### src/rtl/br_result_collector_pkg.sv
// Shared types for the branch-result collector: queued entry layout and
// the mispredict classification used at enqueue.
package br_result_collector_pkg;

  localparam int unsigned ADDR_WIDTH            = 32;
  localparam int unsigned PHT_ENTRY_WIDTH       = 2;
  localparam int unsigned BR_RESULT_QUEUE_DEPTH = 8;

  typedef struct packed {
    logic [ADDR_WIDTH-1:0]      br_addr;
    logic                       exec_taken;
    logic                       mispred;
    logic [PHT_ENTRY_WIDTH-1:0] pht_prev_value;
  } br_exec_entry_t;

  // Wrong direction, or taken to a target the predictor did not supply.
  function automatic logic calc_mispred(input logic taken, input logic pred_taken,
                                        input logic target_ok);
    return (taken != pred_taken) | (taken & ~target_ok);
  endfunction

endpackage

### src/rtl/br_result_fifo.sv
// Multi-push / multi-pop circular buffer of branch-result entries.
// The caller guarantees push never overfills and pop never exceeds count.
module br_result_fifo
  import br_result_collector_pkg::*;
#(
  parameter int unsigned Depth    = BR_RESULT_QUEUE_DEPTH,
  parameter int unsigned InWidth  = 2,
  parameter int unsigned OutWidth = 2,
  localparam int unsigned PtrW    = $clog2(Depth),
  localparam int unsigned CntW    = PtrW + 1,
  localparam int unsigned PushW   = $clog2(InWidth + 1),
  localparam int unsigned PopW    = $clog2(OutWidth + 1)
) (
  input  logic                                i_clk,
  input  logic                                i_rst,
  input  logic                                i_flush,
  input  logic [PushW-1:0]                    i_push_count,
  input  br_exec_entry_t [InWidth-1:0]        i_push_data,
  input  logic [PopW-1:0]                     i_pop_count,
  output br_exec_entry_t [OutWidth-1:0]       o_head_data,
  output logic [CntW-1:0]                     o_count
);

  br_exec_entry_t        r_mem [Depth];
  logic [PtrW-1:0]       r_head;
  logic [PtrW-1:0]       r_tail;
  logic [CntW-1:0]       r_count;

  always_ff @(posedge i_clk or posedge i_rst) begin
    if (i_rst) begin
      r_head  <= '0;
      r_tail  <= '0;
      r_count <= '0;
    end else if (i_flush) begin
      r_head  <= '0;
      r_tail  <= '0;
      r_count <= '0;
    end else begin
      r_head  <= r_head + PtrW'(i_pop_count);
      r_tail  <= r_tail + PtrW'(i_push_count);
      r_count <= r_count + CntW'(i_push_count) - CntW'(i_pop_count);
    end
  end

  // Storage needs no reset; count gates every read.
  always_ff @(posedge i_clk) begin
    if (!i_flush) begin
      for (int i = 0; i < InWidth; i++) begin
        if (PushW'(i) < i_push_count) begin
          r_mem[r_tail + PtrW'(i)] <= i_push_data[i];
        end
      end
    end
  end

  always_comb begin
    for (int j = 0; j < OutWidth; j++) begin
      o_head_data[j] = r_mem[r_head + PtrW'(j)];
    end
  end

  assign o_count = r_count;

endmodule

### src/rtl/br_result_collector.sv
// Collects resolved branches from the execute lanes, classifies mispredicts,
// queues them in program order and drives registered brResult lanes.
module br_result_collector
  import br_result_collector_pkg::*;
#(
  parameter int unsigned InWidth    = 2,
  parameter int unsigned OutWidth   = 2,
  parameter int unsigned QueueDepth = BR_RESULT_QUEUE_DEPTH
) (
  input  logic                                i_clk,
  input  logic                                i_rst,
  input  logic                                i_flush,
  input  logic [InWidth-1:0]                  i_ex_valid,
  input  logic [InWidth*ADDR_WIDTH-1:0]       i_ex_br_addr,
  input  logic [InWidth-1:0]                  i_ex_taken,
  input  logic [InWidth-1:0]                  i_ex_pred_taken,
  input  logic [InWidth-1:0]                  i_ex_target_ok,
  input  logic [InWidth*PHT_ENTRY_WIDTH-1:0]  i_ex_pht_prev,
  output logic                                o_ex_ready,
  input  logic                                i_upd_stall,
  output logic [OutWidth-1:0]                 o_br_valid,
  output logic [OutWidth*ADDR_WIDTH-1:0]      o_br_addr,
  output logic [OutWidth-1:0]                 o_br_exec_taken,
  output logic [OutWidth-1:0]                 o_br_mispred,
  output logic [OutWidth*PHT_ENTRY_WIDTH-1:0] o_br_pht_prev,
  output logic                                o_overflow
);

  localparam int unsigned PtrW  = $clog2(QueueDepth);
  localparam int unsigned CntW  = PtrW + 1;
  localparam int unsigned PushW = $clog2(InWidth + 1);
  localparam int unsigned PopW  = $clog2(OutWidth + 1);
  localparam int unsigned IdxW  = (InWidth > 1) ? $clog2(InWidth) : 1;

  br_exec_entry_t [InWidth-1:0]  w_push_data;
  br_exec_entry_t [OutWidth-1:0] w_head_data;
  logic [PushW-1:0]              w_push_count;
  logic [PopW-1:0]               w_pop_count;
  logic [CntW-1:0]               w_count;
  logic [OutWidth-1:0]           w_sel_valid;
  logic                          w_accept;
  logic                          w_stop;
  logic                          w_drop;

  br_exec_entry_t [OutWidth-1:0] r_out;
  logic [OutWidth-1:0]           r_out_valid;
  logic                          r_overflow;

  assign o_ex_ready = (CntW'(QueueDepth) - w_count) >= CntW'(InWidth);
  assign w_accept   = o_ex_ready && !i_flush;
  assign w_drop     = !i_flush && (|i_ex_valid) && !o_ex_ready;

  // Pack valid lanes into consecutive slots, lowest lane first.
  always_comb begin
    w_push_data  = '0;
    w_push_count = '0;
    for (int i = 0; i < InWidth; i++) begin
      if (i_ex_valid[i]) begin
        w_push_data[IdxW'(w_push_count)].br_addr =
            i_ex_br_addr[i*ADDR_WIDTH +: ADDR_WIDTH];
        w_push_data[IdxW'(w_push_count)].exec_taken = i_ex_taken[i];
        w_push_data[IdxW'(w_push_count)].mispred =
            calc_mispred(i_ex_taken[i], i_ex_pred_taken[i], i_ex_target_ok[i]);
        w_push_data[IdxW'(w_push_count)].pht_prev_value =
            i_ex_pht_prev[i*PHT_ENTRY_WIDTH +: PHT_ENTRY_WIDTH];
        w_push_count = w_push_count + PushW'(1);
      end
    end
    if (!w_accept) begin
      w_push_count = '0;
    end
  end

  // Take head entries in order; a mispredict ends the group so the predictor
  // sees it before any younger result.
  always_comb begin
    w_sel_valid = '0;
    w_pop_count = '0;
    w_stop      = 1'b0;
    for (int j = 0; j < OutWidth; j++) begin
      if (!w_stop && (CntW'(j) < w_count)) begin
        w_sel_valid[j] = 1'b1;
        w_pop_count    = w_pop_count + PopW'(1);
        if (w_head_data[j].mispred) begin
          w_stop = 1'b1;
        end
      end
    end
    if (i_upd_stall || i_flush) begin
      w_pop_count = '0;
    end
  end

  br_result_fifo #(
    .Depth    (QueueDepth),
    .InWidth  (InWidth),
    .OutWidth (OutWidth)
  ) u_fifo (
    .i_clk        (i_clk),
    .i_rst        (i_rst),
    .i_flush      (i_flush),
    .i_push_count (w_push_count),
    .i_push_data  (w_push_data),
    .i_pop_count  (w_pop_count),
    .o_head_data  (w_head_data),
    .o_count      (w_count)
  );

  always_ff @(posedge i_clk or posedge i_rst) begin
    if (i_rst) begin
      r_out_valid <= '0;
      r_out       <= '0;
      r_overflow  <= 1'b0;
    end else begin
      if (w_drop) begin
        r_overflow <= 1'b1;
      end
      if (i_flush) begin
        r_out_valid <= '0;
        r_out       <= '0;
      end else if (!i_upd_stall) begin
        r_out_valid <= w_sel_valid;
        for (int j = 0; j < OutWidth; j++) begin
          r_out[j] <= w_sel_valid[j] ? w_head_data[j] : '0;
        end
      end
    end
  end

  always_comb begin
    o_br_valid      = r_out_valid;
    o_br_addr       = '0;
    o_br_exec_taken = '0;
    o_br_mispred    = '0;
    o_br_pht_prev   = '0;
    for (int j = 0; j < OutWidth; j++) begin
      o_br_addr[j*ADDR_WIDTH +: ADDR_WIDTH]                = r_out[j].br_addr;
      o_br_exec_taken[j]                                   = r_out[j].exec_taken;
      o_br_mispred[j]                                      = r_out[j].mispred;
      o_br_pht_prev[j*PHT_ENTRY_WIDTH +: PHT_ENTRY_WIDTH]  = r_out[j].pht_prev_value;
    end
  end

  assign o_overflow = r_overflow;

endmodule

### config.mk
export PLATFORM = sky130hd
export DESIGN_NAME = br_result_collector
export DESIGN_NICKNAME = d
export VERILOG_FILES = /design/src/rtl/br_result_collector_pkg.sv /design/src/rtl/br_result_fifo.sv /design/src/rtl/br_result_collector.sv
export SDC_FILE = /design/constraint.sdc
export NUM_CORES = 1
export LEC_CHECK = 0
export CELL_PAD_IN_SITES_DETAIL_PLACEMENT = 1
export CELL_PAD_IN_SITES_GLOBAL_PLACEMENT = 2
export CORE_MARGIN = 10
export CORE_UTILIZATION = 39
export DETAILED_ROUTE_END_ITERATION = 16
export PLACE_DENSITY_LB_ADDON = 0.1
export RECOVER_POWER = 50
export REMOVE_ABC_BUFFERS = 1
export SYNTH_ARGS = -nofsm -noshare
export SYNTH_HDL_FRONTEND = slang
export SYNTH_SLANG_ARGS = --single-unit
export TNS_END_PERCENT = 100
### constraint.sdc
create_clock -name i_clk -period 7.5 [get_ports i_clk]
set_clock_uncertainty 0.15 [all_clocks]
set_input_delay 0.75 -clock i_clk [delete_from_list [all_inputs] [get_ports i_clk]]
set_output_delay 0.75 -clock i_clk [all_outputs]
set_load 0.05 [all_outputs]
# After elaboration in Yosys (flattened, before gate mapping)

Memory sizes are Yosys's and may differ from the RTL's.
Cells that the tools add are included.
Widths: inputs -> output; s select.

Bits in writable memories: 288
Memories kept: 1
Input port bits: 80
Register bits: 85

Memory list:

| memory       | words | bits a word | rd ports | clocked after Yosys merged registers in | wr ports | line                 | source |
|---|---|---|---|---|---|---|---|
| u_fifo.r_mem | 8     | 36          | 2        | 0                                       | 2        | br_result_fifo.sv:24 | `br_exec_entry_t r_mem [Depth];` |

Reduce and logical (&&, ||, !) cells: 10
Magnitude comparators: 7
Equality and inequality tests: 3
Bitwise logic cells: 6
Add/sub/neg operators: 9
Mux-type cells: 39

Operators by type and width:

| cell                | number |
|---|---|
| $bwmux 72           | 4 |
| $mux 72             | 3 |
| $demux 36 s1        | 4 |
| $mux 36             | 4 |
| $mux 2              | 7 |
| $mux 1              | 12 |
| $mux 3              | 3 |
| $lt 1x4->1 const A  | 2 |
| $mux 4              | 2 |
| $add 3x1->3 const B | 2 |
| $add 3x2->3         | 2 |
| $logic_and 1x1->1   | 5 |
| $add 2x1->2 const B | 2 |
| $add 4x2->4         | 1 |
| $ge 4x2->1 const B  | 1 |
| $lt 1x2->1 const A  | 2 |
| $sub 4x2->4         | 1 |
| $sub 4x4->4 const A | 1 |
| $logic_not 1->1     | 3 |
| $and 1x1->1         | 2 |
| $lt 1x2->1 const B  | 1 |
| $ne 1x1->1          | 2 |
| $ne 2x2->1 const B  | 1 |
| $not 1->1           | 2 |
| 4 further kinds     | 5 |

# Depth between registers and ports, before layout

Gate-level depths: netlist of run 1.

Depth after elaboration: 10
Depth in mapped cells: 15

# Modules after synthesis

Synthesis of run 1 repeated with hierarchy kept, for this count alone.

Cells, all modules: 1318
Area total of the unflattened synthesis: 21260.4 sq um

By module, submodules not included:

| module              | cells an instance | instances | area an instance (sq um) | sequential area each (sq um) |
|---|---|---|---|---|
| br_result_fifo      | 942               | 1         | 17118.9                  | 8898.5 |
| br_result_collector | 376               | 1         | 4141.5                   | 1876.8 |

# Least setup slack after synthesis of run 1

OpenSTA, ideal clock, no wires.

Path type: reg-to-reg
From: register u_fifo.r_count[1] (netlist: u_fifo.o_count[1])
To: memory u_fifo.r_mem[5][0] (netlist bit), enable pin
Required time: 6821 ps
Path slack: 1177 ps
Arrival time: 5644 ps
Cell stages (with the launch flop): 8
Period minus slack after synthesis: 6323 ps
Cell sequence: dfrtp_1 > inv_1 > ha_1 > xnor2_1 > nor4_1 > inv_1 > nand2_1 > o41ai_1

RTL lines:

| what                   | line                 | source |
|---|---|---|
| from (decl)            | br_result_fifo.sv:27 | `logic [CntW-1:0] r_count;` |
| from (signal assigned) | br_result_fifo.sv:41 | `r_count <= r_count + CntW'(i_push_count) - CntW'(i_pop_count);` |
| to (decl)              | br_result_fifo.sv:24 |  |

==> results of run 1 <==
==> synth_stat cells, drive strengths merged (5+ instances only) <==
cell	number
o31ai	37
edfxtp	288
nand2	141
a21oi	5
o41ai	5
nor2	91
nand3	423
xnor2	7
ha	14
dfrtp	85
clkbuf	178
buf	76
nor2b	9
mux2i	184
nand4	35
mux4	72
nand3b	11
o211ai	282
o21ai	317
inv	15
==> worst max-delay path, delay by kind of cell, from the launching register on <==
kind                       cells  cell delay (ns)
AOI/OAI and AO/OA              1             0.17
adders and majority gates      1             0.53
buffers and inverters          1             0.67
DFF                            1             0.55
and+or+nand+nor                2             3.52
==> kinds of logic (layout without fill, tap and decap cells) <==
kind of cell	count (synthesis)	after routing	share of synthesized area (%)
multiplexers	259	259	14.8
AND/OR/NAND/NOR	734	734	15.1
buffers and inverters	269	313	4.95
flip-flops	373	373	45.7
XOR/XNOR	10	10	0.372
adder cells (fa/ha/maj)	18	18	1.08
AO/OA/AOI/OAI	662	662	18.0
==> stage by stage <==
step	hold slack [ns]	utilization [%]	std cells	instance area (um^2)	TNS (ns)
floorplan	0.542	-	2071	22500	-131.41
global placement	0.310	42.7	3060	25700	0
detailed placement	0.315	42.7	3061	25700	0
CTS	0.310	45.3	3151	27300	0
global route	0.345	45.1	3151	27100	0
finish	0.317	45.1	3151	27100	0
==> per-layer routing <==
metal,vias up,GRT usage (%)
li1,9065,-
met1,11000,35.2
met2,974,46.5
met3,240,3.76
met4,0,12.0
met5,-,0
==> layout by cell type, fill, tap and decap left out, types with 8 or more instances in the layout <==
cell type	instances
dfrtp_1	83
buf_4	43
nand3b_1	11
dlygate4sd3_1	76
nand4_1	35
mux2i_1	184
nor2_1	88
nand3_1	423
edfxtp_1	288
o21ai_1	26
o31ai_1	37
mux4_2	72
ha_1	13
o21ai_0	291
nand2_1	141
clkdlybuf4s50_1	76
nor2b_1	8
clkbuf_16	50
o211ai_1	282
inv_1	12
clkbuf_1	23
==> state kept, by name (all words and copies together) (netlist names), 2 cells and up <==
signal	cells
o_br_addr	64
o_br_valid	2
o_br_exec_taken	2
u_fifo.o_count	4
u_fifo.r_tail	3
o_br_pht_prev	4
u_fifo.r_mem	288
u_fifo.r_head	3
o_br_mispred	2
==> worst max path at each step <==
| stage | start | end | slack, ns | cells past startpoint |
|---|---|---|---|---|
| 2_1_floorplan | u_fifo.r_head[0] | o_br_addr[52] | -2.37 | 4 |
| 3_3_place_gp | i_ex_valid[1] | u_fifo.r_mem[2][35] | 2.90 | 8 |
| 3_5_place_dp | i_ex_valid[1] | u_fifo.r_mem[2][2] | 2.73 | 8 |
| 4_1_cts | u_fifo.o_count[1] | o_ex_ready | 3.21 | 7 |
| 5_1_grt | u_fifo.r_tail[0] | u_fifo.r_mem[7][8] | 1.56 | 5 |
| 6_report | u_fifo.r_tail[0] | u_fifo.r_mem[7][8] | 1.60 | 5 |
==> area by class of cell <==
cell class,count,area share (%)
Sequential cell,373,39.8
Multi-Input combinational cell,1683,43.3
Timing Repair Buffer,208,7.18
Clock inverter,17,0.660
Tap cell,782,3.61
Inverter,15,0.212
Clock buffer,73,5.20
==> power breakdown <==
part | switching (mW) | internal (mW)
logic | 2.87 | 1.36
clock network | 0.982 | 1.40
registers | 0.221 | 2.54
==> flow_summary.toml, run 1 <==
[run_status]
violations = "capacitance limit, slew limit"
status = "complete, but fails checks"

[timing]
min_period_ns = 5.90
rsz0062_at_grt = "false"
drv_slew = 332
setup_viol = 0
setup_ws_ns = 1.60
hold_viol_final = 0
worstMarginPinSlew_ns = 3.20
min_period_over_period_pct = 78.7
max_freq_ghz = 0.169
relSlewSlack_pct = -113

[cells_and_area]
diodes = 0
area_growth_pct = 14.9
ff_latch_area_um2 = 10800
drive_gt1_share_pct = 9.24
nNetsFinal = 2427
multi_input_area_um2 = 11700
fillers = 6540

[logic_synthesis]
synth_top_flop_cell = "edfxtp_1"
synth_top_area_share_pct = 36.7
synth_cells = 2325
yosys-top-cells-area = "edfxtp_1, dfrtp_1, nand3_1"
synth-seq-cells = 373
synth_edf_count = 288
synth_top_area_cell = "edfxtp_1"
synth-warning-count = 0
syn_area_per_cell_um2 = 10.1
syn_area_um2 = 23600
ys_async_sr_fraction_pct = 22.8
synth_cell_types = 54
yosysSeqAreaShare_pct = 45.7

[drt]
via_per_inst = 6.76
routed_wl_um = 99400
first_pass_iters = 5
wl_met3_um = 6530
drt_iter0_markers = 1930
highest_layer = "met4"
wl_per_cell_um = 31.5
drtAntennaViolNets = 0
vias = 21300
drc = 0
wl_met2_um = 47700
m1WireLength_um = 41100

[clock_network]
cts_max_level = 2
ctsHoldBuffers = 0
clk_latency_ns = 0.61
clockRootBuffer = "clkbuf_16"
post_cts_resized = 0
clk_pin_slew_ns = 0.06
cts_buffer_depth = 3
cts_setup_buffers = 0
cts.sinks = 373
cts_tree = "built"
cts_buffers = 48

[die]
start_util_pct = 39.2
ios = 156
row_count = 90
die_w_um = 266
core_area_um2 = 60100
fp.dieArea_um2 = 70700
fp.dieH_um = 266

[global_route]
overflow = 0
grt_use_total_pct = 27.7
grt_max_degree = 146
grt_pass1_vias = 22800
grt_pass1_wl_um = 150000
antenna_found_initial = 1

[power]
fin_total_pwr_mw = 9.37
p_leak_nw = 8.46
powerDensity_nw_per_um2 = 346
ir_worst_vdd_uv = 298

[setup_path]
critPathSlowestCell = "nor2_1"
crit_path_start_kind = "flop"
r2r-end = "u_fifo.r_mem[7][8]"
worstPathRequired_ns = 7.66
cpPeakStageDelay_ns = 2.41
reg2reg_slack_ns = 1.60
r2r_cells = 5
critical_path.cell_chain = "ha_1 > nand4bb_1 > nor2_1 > buf_4 > o211ai_1"
path_class = "flop to flop"
cp_max_fo = 20
crit_arrival_ns = 6.06
end_kind = "flop"
r2r_start = "u_fifo.r_tail[0]"

[hold_path]
hold_start = "o_br_addr[36]"
min_to = "o_br_addr[36]"
hp-class = "flop to flop"
hold_depth = 2

[place]
place_congestion = 0.801
portBuffers = 155
place_ws_ns = 2.73
post-dp-hpwl_um = 55800

[run]
drv_cap = 11
No activity file was read; power rests on OpenSTA's default activity.
==> run 2, diff against run 1 <==
--- a/config.mk
+++ b/config.mk
@@ -8,7 +8,7 @@
 export CELL_PAD_IN_SITES_DETAIL_PLACEMENT = 1
 export CELL_PAD_IN_SITES_GLOBAL_PLACEMENT = 2
 export CORE_MARGIN = 10
-export CORE_UTILIZATION = 39
+export CORE_UTILIZATION = 36
 export DETAILED_ROUTE_END_ITERATION = 16
 export PLACE_DENSITY_LB_ADDON = 0.1
 export RECOVER_POWER = 50
==> constraint.sdc (replaced) <==
create_clock -name i_clk -period 5.3 [get_ports i_clk]
set_clock_uncertainty 0.15 [all_clocks]
set_input_delay 0.53 -clock i_clk [delete_from_list [all_inputs] [get_ports i_clk]]
set_output_delay 0.53 -clock i_clk [all_outputs]
set_load 0.05 [all_outputs]
==> run 2 against run 1 <==
The flow still finishes with violations (capacitance limit, slew limit). Routed wire length up 3.7%. Count of clock-buffer cells in the layout is 8 lower. Sequential share of layout area shrank 0.30 points. Die area grew 7.7%. Worst hold slack lost 0.13 ns. Non-clock buffer count increased by 16. Core utilization shrank 2.9 points. Clock power up 35%. Final cell count is 2.7% higher. Final area is 0.76% higher. Critical path type unchanged. Largest power group unchanged.
==> flow_summary.toml, run 2 (synthesis gave the netlist of run 1 again) <==
[setup_path]
reg2reg_slack_ns = 0.79
path_class = "flop to flop"
crit_path_start_kind = "flop"
cp_max_fo = 24
worstPathRequired_ns = 5.45
r2r_cells = 5
end_kind = "flop"
crit_arrival_ns = 4.65

[global_route]
grt_use_total_pct = 26.5
overflow = 0
antenna_found_initial = 1
grt_pass1_vias = 22100
grt_pass1_wl_um = 152000
grt_max_degree = 145

[clock_network]
cts_setup_buffers = 0
clk_pin_slew_ns = 0.06
cts_buffers = 47
cts.sinks = 373
ctsHoldBuffers = 0
post_cts_resized = 0
cts_tree = "built"
cts_buffer_depth = 3
clk_latency_ns = 0.60
clockRootBuffer = "clkbuf_16"
cts_max_level = 2

[cells_and_area]
fillers = 7083
nNetsFinal = 2442
final_cell_mix = "nand3_1, o21ai_0, edfxtp_1"
ff_latch_area_um2 = 10800
drive_gt1_share_pct = 10.2
layout_commonest_cell = "nand3_1"
area_growth_pct = 15.8
multi_input_area_um2 = 11800
largest_register_ffs = 288
fin_util_pct = 42.2
diodes = 0
largest-register = "u_fifo.r_mem"

[power]
p_comb_share_pct = 46.7
pwr-share-clk_pct = 24.3
intPower_mw = 7.45
switching_share_pct = 43.7
seqPwrFrac_pct = 29.0
p_leak_nw = 8.51
ir_worst_vdd_uv = 499
powerDensity_nw_per_um2 = 485
p_switching_mw = 5.79

[timing]
hold_viol_final = 0
worstMarginPinSlew_ns = 2.52
min_period_ns = 4.51
setup_ws_ns = 0.794
min_period_over_period_pct = 85.0
max_freq_ghz = 0.222
drv_slew = 373
setup_viol = 0
relSlewSlack_pct = -68.8
rsz0062_at_grt = "false"

[run_status]
violations = "capacitance limit, slew limit"
status = "complete, but fails checks"

[drt]
drt_iter0_markers = 1931
wl_per_cell_um = 31.9
drc = 0
drtAntennaViolNets = 0
routed_wl_um = 103000
via_per_inst = 6.62
first_pass_iters = 5
vias = 21400

[die]
row_count = 93
ios = 156
fp.dieH_um = 276
die_w_um = 276
start_util_pct = 36.4
fp.dieArea_um2 = 76100
core_area_um2 = 64700

[place]
place_ws_ns = 1.30
place_congestion = 0.818
portBuffers = 155
post-dp-hpwl_um = 60800

[hold_path]
hp-class = "primary input to flop"
hold_depth = 2

[run]
drv_cap = 12
run 2: path summary, 6_finish.rpt:
check                                 startpoint                   to
worst min-delay path                     i_flush     u_fifo.r_tail[0]
worst max register to register  u_fifo.r_tail[0]  u_fifo.r_mem[1][20]
max in group asynchronous                  i_rst     u_fifo.r_head[2]
min in group asynchronous                  i_rst        o_br_addr[25]
worst max-delay path            u_fifo.r_tail[0]  u_fifo.r_mem[1][20]
worst min register to register     o_br_valid[0]        o_br_valid[0]
run 2: metrics by stage:
step	hold slack, ns	setup TNS (ns)	area (um^2)	std cells	power [mW]
after CTS	0.159	0	27500	3236	13.4
after floorplan	0.443	-658.75	22500	2071	7.98
after detailed placement	0.320	0	26000	3150	10.2
final	0.191	0	27300	3236	13.2
after global routing	0.184	0	27300	3236	13.8
after global placement	0.310	0	26000	3150	10.1
run 2: area by class of cell:
type,count,area share (%)
repair buffers,224,7.84
flip-flops and latches,373,39.5
clock inverters,21,0.743
clock buffers,65,4.74
inverters,15,0.215
well taps,855,3.92
multi-input cells,1683,43.0
run 2: critical path, stage by stage, from the launching register on:
cell and delay, ns:
dfrtp_1 0.64, ha_1 0.43, or4b_1 0.88, nor2_1 1.55
buf_12 0.36, o211ai_1 0.18
run 2: layer usage:
layer	wire [um]	GRT usage (%)	part of all wire (%)	vias up
met3	6820	3.60	6.6	184
met1	43500	35.0	42	11200
li1	-	-	-	9095
met4	2810	8.04	2.7	2
met2	50000	44.7	49	908
met5	13	0	0.013	-
run 2: power groups by stage:
| stage | logic (mW) | registers (mW) | clock network, mW |
|---|---|---|---|
| floorplan | 3.47 | 4.51 | 0 |
| global placement | 6.18 | 3.89 | 0 |
| detailed placement | 6.26 | 3.91 | 0 |
| CTS | 6.27 | 3.86 | 3.27 |
| global route | 6.54 | 3.89 | 3.38 |
| finish | 6.18 | 3.85 | 3.22 |
